`config.mk`:
```
export PLATFORM = sky130hd
export DESIGN_NAME = deserializer_parallel
export DESIGN_NICKNAME = d
export VERILOG_FILES = /design/src/rtl/deserializer_parallel.sv
export SDC_FILE = /design/constraint.sdc
export NUM_CORES = 1
export LEC_CHECK = 0
export CAP_MARGIN = 20
export CORE_UTILIZATION = 43
export DETAILED_ROUTE_END_ITERATION = 8
export PLACE_DENSITY = 0.77
export SYNTH_ARGS = -nofsm -noshare
export SYNTH_HDL_FRONTEND = slang
export SYNTH_SLANG_ARGS = --single-unit
```
`constraint.sdc`:
```
create_clock -name clk -period 1.64 [get_ports clk]
set_input_delay 0.328 -clock clk [delete_from_list [all_inputs] [get_ports clk]]
set_output_delay 0.328 -clock clk [all_outputs]
set_load 0.01 [all_outputs]
```
`src/rtl/deserializer_parallel.sv`:
```
// rtl/deserializer_parallel.sv - packs N_SAMPLES handshaked words into one frame held for a downstream handshake
module deserializer_parallel #(
    parameter int BIT_WIDTH = 32,
    parameter int N_SAMPLES = 8,
    parameter bit LSW_FIRST = 1'b1,
    localparam int CNT_W = ($clog2(N_SAMPLES + 1) < 1) ? 1 : $clog2(N_SAMPLES + 1)
) (
    input  logic                           clk,
    input  logic                           reset,
    input  logic [BIT_WIDTH-1:0]           recv_msg,
    input  logic                           recv_val,
    output logic                           recv_rdy,
    input  logic                           flush,
    output logic [N_SAMPLES*BIT_WIDTH-1:0] send_msg,
    output logic                           send_val,
    input  logic                           send_rdy,
    output logic [CNT_W-1:0]               count
);

    localparam int IDX_W = (N_SAMPLES > 1) ? $clog2(N_SAMPLES) : 1;
    localparam logic [CNT_W-1:0] LAST_CNT = CNT_W'(N_SAMPLES - 1);
    localparam logic [IDX_W-1:0] LAST_IDX = IDX_W'(N_SAMPLES - 1);

    typedef enum logic {
        S_COLLECT = 1'b0,
        S_FULL    = 1'b1
    } state_t;

    state_t                r_state;
    logic [CNT_W-1:0]      r_count;
    logic [BIT_WIDTH-1:0]  r_slot [N_SAMPLES];

    logic                  w_recv_fire;
    logic                  w_send_fire;
    logic [IDX_W-1:0]      w_idx;
    logic [IDX_W-1:0]      w_slot;

    // Both ready and valid are masked by reset and flush so neither handshake can fire then.
    assign recv_rdy    = reset & ~flush & ((r_state == S_COLLECT) | send_rdy);
    assign send_val    = reset & ~flush & (r_state == S_FULL);
    assign w_recv_fire = recv_val & recv_rdy;
    assign w_send_fire = send_val & send_rdy;
    assign count       = r_count;

    // A word accepted while FULL is the first word of the next frame.
    assign w_idx  = (r_state == S_FULL) ? '0 : IDX_W'(r_count);
    assign w_slot = LSW_FIRST ? w_idx : (LAST_IDX - w_idx);

    for (genvar g = 0; g < N_SAMPLES; g++) begin : g_pack
        assign send_msg[g*BIT_WIDTH +: BIT_WIDTH] = r_slot[g];
    end

    always_ff @(posedge clk or negedge reset) begin
        if (!reset) begin
            r_state <= S_COLLECT;
            r_count <= '0;
            for (int i = 0; i < N_SAMPLES; i++) begin
                r_slot[i] <= '0;
            end
        end else begin
            if (w_recv_fire) begin
                r_slot[w_slot] <= recv_msg;
            end
            if (flush) begin
                r_state <= S_COLLECT;
                r_count <= '0;
            end else begin
                case (r_state)
                    S_COLLECT: begin
                        if (w_recv_fire) begin
                            if (r_count == LAST_CNT) begin
                                r_count <= '0;
                                r_state <= S_FULL;
                            end else begin
                                r_count <= r_count + CNT_W'(1);
                            end
                        end
                    end
                    S_FULL: begin
                        if (w_send_fire) begin
                            if (w_recv_fire) begin
                                if (N_SAMPLES > 1) begin
                                    r_count <= CNT_W'(1);
                                    r_state <= S_COLLECT;
                                end
                            end else begin
                                r_count <= '0;
                                r_state <= S_COLLECT;
                            end
                        end
                    end
                    default: begin
                        r_state <= S_COLLECT;
                        r_count <= '0;
                    end
                endcase
            end
        end
    end

endmodule

```
==> results.md, run 1 <==
* Status: finished, violations left
* Failing checks: negative hold slack, negative setup slack
* Io pins at between 200 and 300
* Final worst-path cycle share at 118.0%
* Peak supply drop at 1302 µV
* Worst slew pin tran at approximately 0.71 ns
* Main area contributors after synthesis: dfrtp_1 64%, mux2_2 22%, mux2_4 8.9%
* First-pass GRT wire length at 44800 µm
* DRT antenna net count at 0
* HP Class: in -> async
* Fin area at around 0.015 mm²
* Hpwl dp at between 15000 and 20000 µm
* Dpl cell area at between 0.01 and 0.015 mm²
* Reg2reg start: r_state$_DFF_PN0_
* Hold Worst Slack at -0.01621 ns
* H-tree depth at 1
* Async set or reset register ratio after synthesis at 100.0%
* RSZ-0062 raised after global routing: yes
* PD cells at 1097 mW/mm²
* Final Wtd Congestion at ~0.83
* DIE AREA at 0.02421 mm²
* Final Skew at 0.01120 ns
* Final Hold Fails at 13
* Max Cap Viol at 0
* Flops & latches, synth at 261
* Main synth FF type: dfrtp_1
* Post-layout nets at about 1000
* Final wirelength at ~30000 µm
* Total grt overflow at 0
* Placed cells at roughly 1200
* Root buffer cell: clkbuf_16
* Post-layout min period at approximately 1.9 ns
* Crit path arrival time at 2.36 ns
* Final setup violation count at between 200 and 300
* Share of cells above drive strength 1 at just over 40%
* Syn Area/Cell at roughly 17 µm²
* Fmax at between 500 and 600 MHz
* DRT Pass-1 Iters at 4
* Post-synth EDFFs at 0
* Vias at 6592
* Reg-to-Reg End: send_msg[139]$_DFFE_PN0P_
* Flop-to-flop setup slack at -0.29 ns
* Syn Nets at around 630
* Cell count of the worst reg-to-reg path at 5
* Critical path class: reg -> reg
* Initial antenna violation count at 0
* Num CTS Buffers at 28
* CTS sink count at roughly 260
* Finished Layout Cells at between 1000 and 1500
* Worst Setup End Kind: flop
* Initial Utilization at around 44%
* Synthesized area at around 0.010 mm²
* Yosys top cell area share at 64.40%
* Startpoint Class: flop
* Post-Syn Instances at 593
* Largest net degree at the start of global routing at between 100 and 150
* Die height at about 160 µm
* FP Rows at 55
* ANT cells at 0
* Drt wl/cell at between 20 and 25 µm
* Final Max Slew Viols at 0
* Cell taking the most area after synthesis: dfrtp_1
* PortBufs at ~300
* Starting DRT DRC Count at 327
* Count leader, synth: dfrtp_1
* Warnings, synthesis at 0
* Multi-input gate area at between 0.003 and 0.004 mm²
* Leak at between 8 and 9 nW
* Register Area at about 0.0065 mm²
* Slew HR at 52.68%
* Synth unique cells at 34
* Number of global-route vias before repair at ~7100
* Post-synthesis sequential area ratio at 64.40%
* Fillers at between 1500 and 2000
* Design Power at about 17 mW
* Via density at between 5 and 6
* Chip width at 155.6 µm
* Layout area overhead at 50.75%
* CTS tree: yes
* CTS clk-pin slew, worst paths at 0.07 ns
* Slack of the critical path at -0.2945 ns
* Crit-path max FO at 18
* GR Util All Layers at between 20 and 25%
* Clock Path Buffers at 3
* Core area at roughly 0.023 mm²
* Synth top cells by count: 261 x dfrtp_1, 194 x mux2_2, 60 x mux2_4
* Clock latency on the worst-skew pair at approximately 0.54 ns
* DRC Markers at 0
* Required @ worst endpoint at around 2.1 ns
[power breakdown]
group,internal (mW),switching (mW),leakage [nW]
logic,1.31,1.12,4.31
clock network,4.25,2.75,0.501
registers,7.04,0.318,3.48
[stage by stage]
step | TNS [ns] | setup slack [ns] | utilization [%]
detailed placement | -139.54 | -0.7119 | 60.56
global placement | -133.18 | -0.6675 | 60.56
CTS | -52.83 | -0.3082 | 66.32
finish | -48.50 | -0.2945 | 66.72
floorplan | -10.04 | -0.1453 | -
global route | -63.86 | -0.3484 | 66.72
[flip-flops by register name (all words and copies together) (netlist names)]
| name | cells |
|---|---|
| send_msg | 256 |
| r_state | 1 |
| count | 4 |
[cell families after synthesis]
| family | share of synthesized area [%] |
|---|---|
| muxes | 30.85 |
| DFF | 64.40 |
| buffers and inverters | 1.924 |
| adders and majority gates | 0.1233 |
| and+or+nand+nor | 1.789 |
| AOI/OAI and AO/OA | 0.9130 |
[layer usage]
metal	routed length [µm]	part of all wire, %	up-vias	global-route usage (%)
met5	0	0	-	0
li1	-	-	2879	-
met4	941	3.2	0	7.890
met2	14590	49	268	40.87
met3	2038	6.8	60	6.417
met1	12190	41	3385	31.82
[worst max path at each step]
stage | start | endpoint | slack [ns]
after floorplan | count[2]$_DFFE_PN0P_ | send_msg[139]$_DFFE_PN0P_ | -0.15
after global placement | recv_val | send_msg[52]$_DFFE_PN0P_ | -0.67
after detailed placement | recv_val | send_msg[34]$_DFFE_PN0P_ | -0.71
after CTS | r_state$_DFF_PN0_ | send_msg[139]$_DFFE_PN0P_ | -0.31
after global routing | r_state$_DFF_PN0_ | send_msg[139]$_DFFE_PN0P_ | -0.35
final | r_state$_DFF_PN0_ | send_msg[139]$_DFFE_PN0P_ | -0.29
[critical path, stage by stage, from the launching register on]
cell and delay (ns):
dfrtp_1 0.41, nand4bb_4 0.26, buf_6 0.16, or4_4 0.45
buf_12 0.20, mux2_4 0.32
[timing repair]
action / CTS / global route
pin swaps: 5 / 5
gates resized for setup: 350 / 9
gates cloned: 10 / 3
setup endpoints to repair: 518 / 262
hold buffers: 1 / 0
setup buffers: 14 / 5
endpoints found under the hold margin: 8 / 0
[layout make-up]
type,count,area share (%)
Clock inverter,21,1.948
Clock buffer,31,4.853
Inverter,4,0.1309
Tap cell,313,2.561
Timing Repair Buffer,372,24.23
Multi-Input combinational cell,299,23.55
Sequential cell,261,42.72
[placed cells by master, fill, tap and decap left out, types with 4 or more instances in the layout]
master | synthesis | layout
nand2_1 | 4 | 4
mux2_4 | 60 | 92
buf_6 | 6 | 18
clkbuf_16 | 0 | 31
buf_12 | 0 | 20
dlygate4sd2_1 | 0 | 255
clkdlybuf4s50_1 | 0 | 35
buf_4 | 0 | 29
mux2_2 | 194 | 162
clkinvlp_4 | 0 | 4
buf_16 | 0 | 5
bufinv_16 | 0 | 6
clkinv_2 | 0 | 5
dfrtp_1 | 261 | 260
(Power assumes the default switching activity.)
==> inputs of run 2 (changes only) <==
--- a/config.mk
+++ b/config.mk
@@ -6,9 +6,12 @@
 export NUM_CORES = 1
 export LEC_CHECK = 0
 export CAP_MARGIN = 20
-export CORE_UTILIZATION = 43
+export CORE_UTILIZATION = 44
+export CTS_BUF_LIST = sky130_fd_sc_hd__clkbuf_8
+export CTS_CLUSTER_SIZE = 28
 export DETAILED_ROUTE_END_ITERATION = 8
-export PLACE_DENSITY = 0.77
+export PLACE_DENSITY = 0.78
+export SETUP_SLACK_MARGIN = 0.5
 export SYNTH_ARGS = -nofsm -noshare
 export SYNTH_HDL_FRONTEND = slang
 export SYNTH_SLANG_ARGS = --single-unit
==> results.md, run 2 (synthesis results as in run 1) <==
* Initial Utilization at between 40% and 50%
* CTS tree: yes
* CP peak stage delay at about 0.47 ns
* Comb pwr share at 18.6%
* Final Hold Fails at roughly 80
* Final wirelength at about 30000 µm
* Most used routing layer: met2
* Crit path max-delay cell type: or4_4
* CP Depth at 5
* Cell count of the worst reg-to-reg path at 5
* Required @ worst endpoint at around 2.1 ns
* ANT cells at 0
* Finished Layout Cells at ~1400
* Final Wtd Congestion at 0.8332
* Internal cell power at 11.94 mW
* GR Util All Layers at 24.59%
* Slew HR at a little under two fifths
* Drt wl/cell at between 20 and 25 µm
* Met2 Usage GRT at 40.15%
* Multi-input gate area at roughly 0.0036 mm²
* Hold Worst Slack at -0.04293 ns
* RSZ-0062 raised after global routing: yes
* Worst Setup EP: send_msg[144]$_DFFE_PN0P_
* Crit-path max FO at 16
* Io pins at roughly 300
* Total grt overflow at 0
* Status: finished, violations left
* DRT Pass-1 Iters at 4
* Worst Setup SP: r_state$_DFF_PN0_
* Post-layout min period at a little under 2 ns
* Reg2reg start: r_state$_DFF_PN0_
* HP Class: in -> async
* Layout area overhead at 49.63%
* Peak supply drop at 739.8 µV
* Setup TNS Final at -48.49 ns
* Final worst-path cycle share at 119.9%
* PD cells at between 1000 and 1500 mW/mm²
* Commonest non-fill, non-tap cell in the layout: dfrtp_1
* Commonest non-fill, non-tap cells in the layout: 260 x dfrtp_1, 174 x mux2_2, 170 x buf_2, 114 x buf_6, 102 x buf_4
* Max reg flops at 256
* Slack of the critical path at -0.3258 ns
* Fillers at 1575
* Flop-to-flop setup slack at -0.33 ns
* Reg power frac at approximately 46%
* Via density at 5.079
* Fin area at 0.01518 mm²
* Crit path arrival time at between 2 and 2.5 ns
* Number of global-route vias before repair at roughly 7600
* Post-layout nets at between 1000 and 1500
* FP Rows at 55
* Pre-CTS setup slack at -0.6884 ns
* DIE AREA at 0.02366 mm²
* Routing usage on met1 at between 30% and 40%
* CP delay by family, top: simple AND/OR/NAND/NOR gates
* Crit path buf inv count at 2
* DRT antenna net count at 0
* Startpoint Class: flop
* Die height at around 150 µm
* Clock latency on the worst-skew pair at 0.56 ns
* Final Max Slew Viols at 0
* Leak at 8.263 nW
* Num CTS Buffers at 44
* Hpwl dp at about 18000 µm
* DRC Markers at 0
* Max Cap Viol at 0
* First-pass GRT wire length at 44540 µm
* Sw power at about 4.2 mW
* Placed cells at between 1000 and 1500
* Largest net degree at the start of global routing at 86
* Core area at around 0.023 mm²
* CTS clk-pin slew, worst paths at 0.06 ns
* Hold buffer count at CTS at 2
* Clock Path Buffers at 3
* Reg-to-Reg End: send_msg[144]$_DFFE_PN0P_
* Failing checks: negative hold slack, negative setup slack
* Fmax at between 500 and 600 MHz
* Chip width at between 150 and 200 µm
* Share of cells above drive strength 1 at 68.41%
* Post-route core utilization at roughly 67%
* Sw frac at a little over a quarter
* Final Skew at 0.03113 ns
* CTS sink count at about 260
* Root buffer cell: clkbuf_8
* Grt met3 use at under 10%
* Initial antenna violation count at 0
* PortBufs at just under 300
* Vias at between 6000 and 7000
* Final setup violation count at 259
* Worst slew pin tran at approximately 0.94 ns
* H-tree depth at 2
* Starting DRT DRC Count at around 280
* Dpl cell area at approximately 0.014 mm²
* Worst Setup End Kind: flop
* Critical path class: reg -> reg
* Critical path cell sequence: nand4bb_4, buf_4, or4_4, buf_12, mux2_4
* Power share of the clock group at 35.4%
* Register Area at 0.006533 mm²
## run 2: cell count changes in the layout (fill, tap and decap cells not counted), moves of 6 or more
cell,previous run,this run
bufinv_16,6,0
buf_2,2,170
inv_1,2,15
dlygate4sd2_1,255,1
buf_6,18,114
buf_4,29,102
mux2_2,162,174
mux2_4,92,80
clkbuf_16,31,4
clkbuf_8,3,57
## run 2: power by group through the flow
| stage | logic, mW | clock network (mW) | registers, mW |
|---|---|---|---|
| after floorplan | 0.721 | 0 | 7.73 |
| after global placement | 2.77 | 0 | 7.46 |
| after detailed placement | 2.82 | 0 | 7.48 |
| after CTS | 2.98 | 5.87 | 7.41 |
| after global routing | 3.16 | 6.15 | 7.50 |
| final | 3.00 | 5.71 | 7.43 |
## run 2: repair_timing
item	in CTS	in global routing
gates resized for setup	1202	20
setup endpoints to repair	523	523
gates cloned	5	5
buffers inserted	86	7
hold endpoints to repair	92	48
pin swaps	3	4
## run 2: layout make-up
type,count,share of cell area (%)
flip-flops and latches,261,43.05
multi-input cells,299,23.49
clock buffers,57,5.169
well taps,285,2.350
clock inverters,19,0.6266
inverters,4,0.1319
repair buffers,449,25.19
## run 2: through the flow
step           hold slack [ns]  total power, mW
4_1_cts               -0.05889            16.26
3_3_place_gp            0.2975            10.23
6_report              -0.04293            16.14
3_5_place_dp            0.2978            10.30
5_1_grt               -0.02850            16.81
2_1_floorplan          0.03241            8.455
## run 2: worst register-to-register path: stages (launching register included)
cell and delay, ns:
dfrtp_1 0.41, nand4bb_4 0.25, buf_4 0.20, or4_4 0.47, buf_12 0.20, mux2_4 0.31
## run 2: worst min path at each step
stage / start / to
after floorplan: reset / count[0]$_DFFE_PN0P_
after global placement: reset / send_msg[207]$_DFFE_PN0P_
after detailed placement: reset / send_msg[207]$_DFFE_PN0P_
after CTS: reset / count[3]$_DFFE_PN0P_
after global routing: reset / send_msg[134]$_DFFE_PN0P_
final: reset / send_msg[134]$_DFFE_PN0P_
## run 2: routing by layer
metal / wire length [µm] / vias up / share of wire (%)
met5: 0 / - / 0
met3: 2162 / 49 / 7.3
li1: - / 3062 / -
met4: 701 / 0 / 2.4
met1: 12320 / 3603 / 42
met2: 14260 / 265 / 48
==> inputs of run 3 (changes only) <==
--- a/config.mk
+++ b/config.mk
@@ -6,11 +6,11 @@
 export NUM_CORES = 1
 export LEC_CHECK = 0
 export CAP_MARGIN = 20
-export CORE_UTILIZATION = 44
+export CORE_UTILIZATION = 53
 export CTS_BUF_LIST = sky130_fd_sc_hd__clkbuf_8
 export CTS_CLUSTER_SIZE = 28
 export DETAILED_ROUTE_END_ITERATION = 8
-export PLACE_DENSITY = 0.78
+export PLACE_DENSITY = 0.88
 export SETUP_SLACK_MARGIN = 0.5
 export SYNTH_ARGS = -nofsm -noshare
 export SYNTH_HDL_FRONTEND = slang
==> constraint.sdc (replaced) <==
create_clock -name clk -period 2.31 [get_ports clk]
set_input_delay 0.462 -clock clk [delete_from_list [all_inputs] [get_ports clk]]
set_output_delay 0.462 -clock clk [all_outputs]
set_load 0.01 [all_outputs]
==> results.md, run 3 (synthesis results as in run 1) <==
* Pre-CTS setup slack at -0.1547 ns
* Peak supply drop at between 500 and 600 µV
* CP peak stage delay at 0.41 ns
* DRC Markers at 0
* Num CTS Buffers at 42
* Flop-to-flop setup slack at 0.41 ns
* HP Class: in -> async
* Max reg flops at about 260
* Max Cap Viol at 0
* Clock latency on the worst-skew pair at roughly 0.52 ns
* Vias at ~6600
* Final Max Slew Viols at 0
* Setup TNS Final at 0 ns
* Slew HR at ~41%
* Drt wl/cell at between 20 and 25 µm
* Final Skew at roughly 0.022 ns
* Post-layout nets at between 900 and 1000
* CP delay by family, top: buffers and inverters
* CTS sink count at around 260
* Design Power at 10.89 mW
* Register Area at around 0.0065 mm²
* CTS tree: yes
* Cell count of the worst reg-to-reg path at 6
* Hold Worst Slack at roughly 0.041 ns
* PortBufs at ~300
* Reg-to-Reg End: send_msg[112]$_DFFE_PN0P_
* Root buffer cell: clkbuf_8
* Fmax at about 530 MHz
* Hpwl dp at roughly 18000 µm
* CTS clk-pin slew, worst paths at approximately 0.060 ns
* Leak at a little over 8 nW
* Starting DRT DRC Count at between 200 and 300
* Commonest non-fill, non-tap cells in the layout: 259 x dfrtp_1, 259 x dlygate4sd2_1, 167 x mux2_2, 90 x mux2_4, 56 x clkbuf_8
* Number of global-route vias before repair at around 7200
* Startpoint Class: flop
* Crit-path max FO at 6
* Required @ worst endpoint at about 2.7 ns
* Fin area at between 0.01 and 0.015 mm²
* Clock Path Buffers at 3
* Final Wtd Congestion at around 0.77
* DIE AREA at just under 0.02 mm²
* ANT cells at 0
* Dpl cell area at between 0.01 and 0.015 mm²
* Placed cells at ~1100
* RSZ-0062 raised after global routing: yes
* Crit path buf inv count at 3
* PD cells at ~740 mW/mm²
* Total grt overflow at 0
* Chip width at between 100 and 150 µm
* Status: finished clean
* Fillers at around 1100
* Largest net degree at the start of global routing at around 160
* Layout area overhead at 44.31%
* First-pass GRT wire length at 42920 µm
* Post-route core utilization at just under 80%
* Post-layout min period at approximately 1.9 ns
* DRT Pass-1 Iters at 4
* Io pins at about 300
* Final setup violation count at 0
* Worst slew pin tran at 0.8873 ns
* Via density at 5.467
* Crit path max-delay cell type: dfrtp_1
* Finished Layout Cells at about 1200
* Multi-input gate area at roughly 0.0036 mm²
* Critical path cell sequence: nand4bb_4, buf_8, nor3_4, buf_6, buf_12, mux2_2
* Reg2reg start: r_state$_DFF_PN0_
* Slack of the critical path at 0.4127 ns
* GR Util All Layers at between 20% and 30%
* FP Rows at 50
* Crit path arrival time at approximately 2.3 ns
* Final wirelength at between 20000 and 30000 µm
* Initial antenna violation count at 0
* Initial Utilization at between 50% and 60%
* Final worst-path cycle share at 82.13%
* Worst Setup End Kind: flop
* H-tree depth at 2
* Share of cells above drive strength 1 at between 30 and 40%
* Die height at about 140 µm
* Core area at between 0.015 and 0.02 mm²
* Critical path class: reg -> reg
* Final Hold Fails at 0
* DRT antenna net count at 0
run 3: area by class of cell:
cell class	count	share of cell area, %
Multi-Input combinational cell	299	24.59
Tap cell	234	2.000
Sequential cell	261	44.64
Clock inverter	12	0.3676
Timing Repair Buffer	349	23.00
Clock buffer	56	5.266
Inverter	4	0.1368
run 3: worst max path at each step:
stage / startpoint / endpoint / slack [ns] / cells after the start
after floorplan: count[2]$_DFFE_PN0P_ / send_msg[129]$_DFFE_PN0P_ / 0.50 / 6
after global placement: recv_val / send_msg[136]$_DFFE_PN0P_ / -0.13 / 5
after detailed placement: recv_val / send_msg[137]$_DFFE_PN0P_ / -0.15 / 5
after CTS: r_state$_DFF_PN0_ / recv_rdy / 0.35 / 4
after global routing: r_state$_DFF_PN0_ / send_msg[112]$_DFFE_PN0P_ / 0.40 / 6
final: r_state$_DFF_PN0_ / send_msg[112]$_DFFE_PN0P_ / 0.41 / 6
run 3: where the power goes:
part	switching [mW]	internal (mW)
sequential	0.248	5.00
combinational	0.823	0.942
clock	1.74	2.14
run 3: repair_timing:
item | 4_1_cts | 5_1_grt
gates resized for setup | 292 | 49
endpoints found under the setup margin | 359 | 166
hold buffers | 1 | 0
setup buffers | 11 | 3
gates cloned | 3 | 6
pin swaps | 2 | 5
hold endpoints to repair | 1 | 0
run 3: routing by layer:
| layer | vias up | wire length [µm] | track usage [%] |
|---|---|---|---|
| li1 | 2837 | - | - |
| met1 | 3455 | 11370 | 35.15 |
| met5 | - | 0 | 0 |
| met2 | 279 | 15100 | 48.95 |
| met3 | 72 | 1726 | 6.359 |
| met4 | 0 | 1212 | 14.92 |
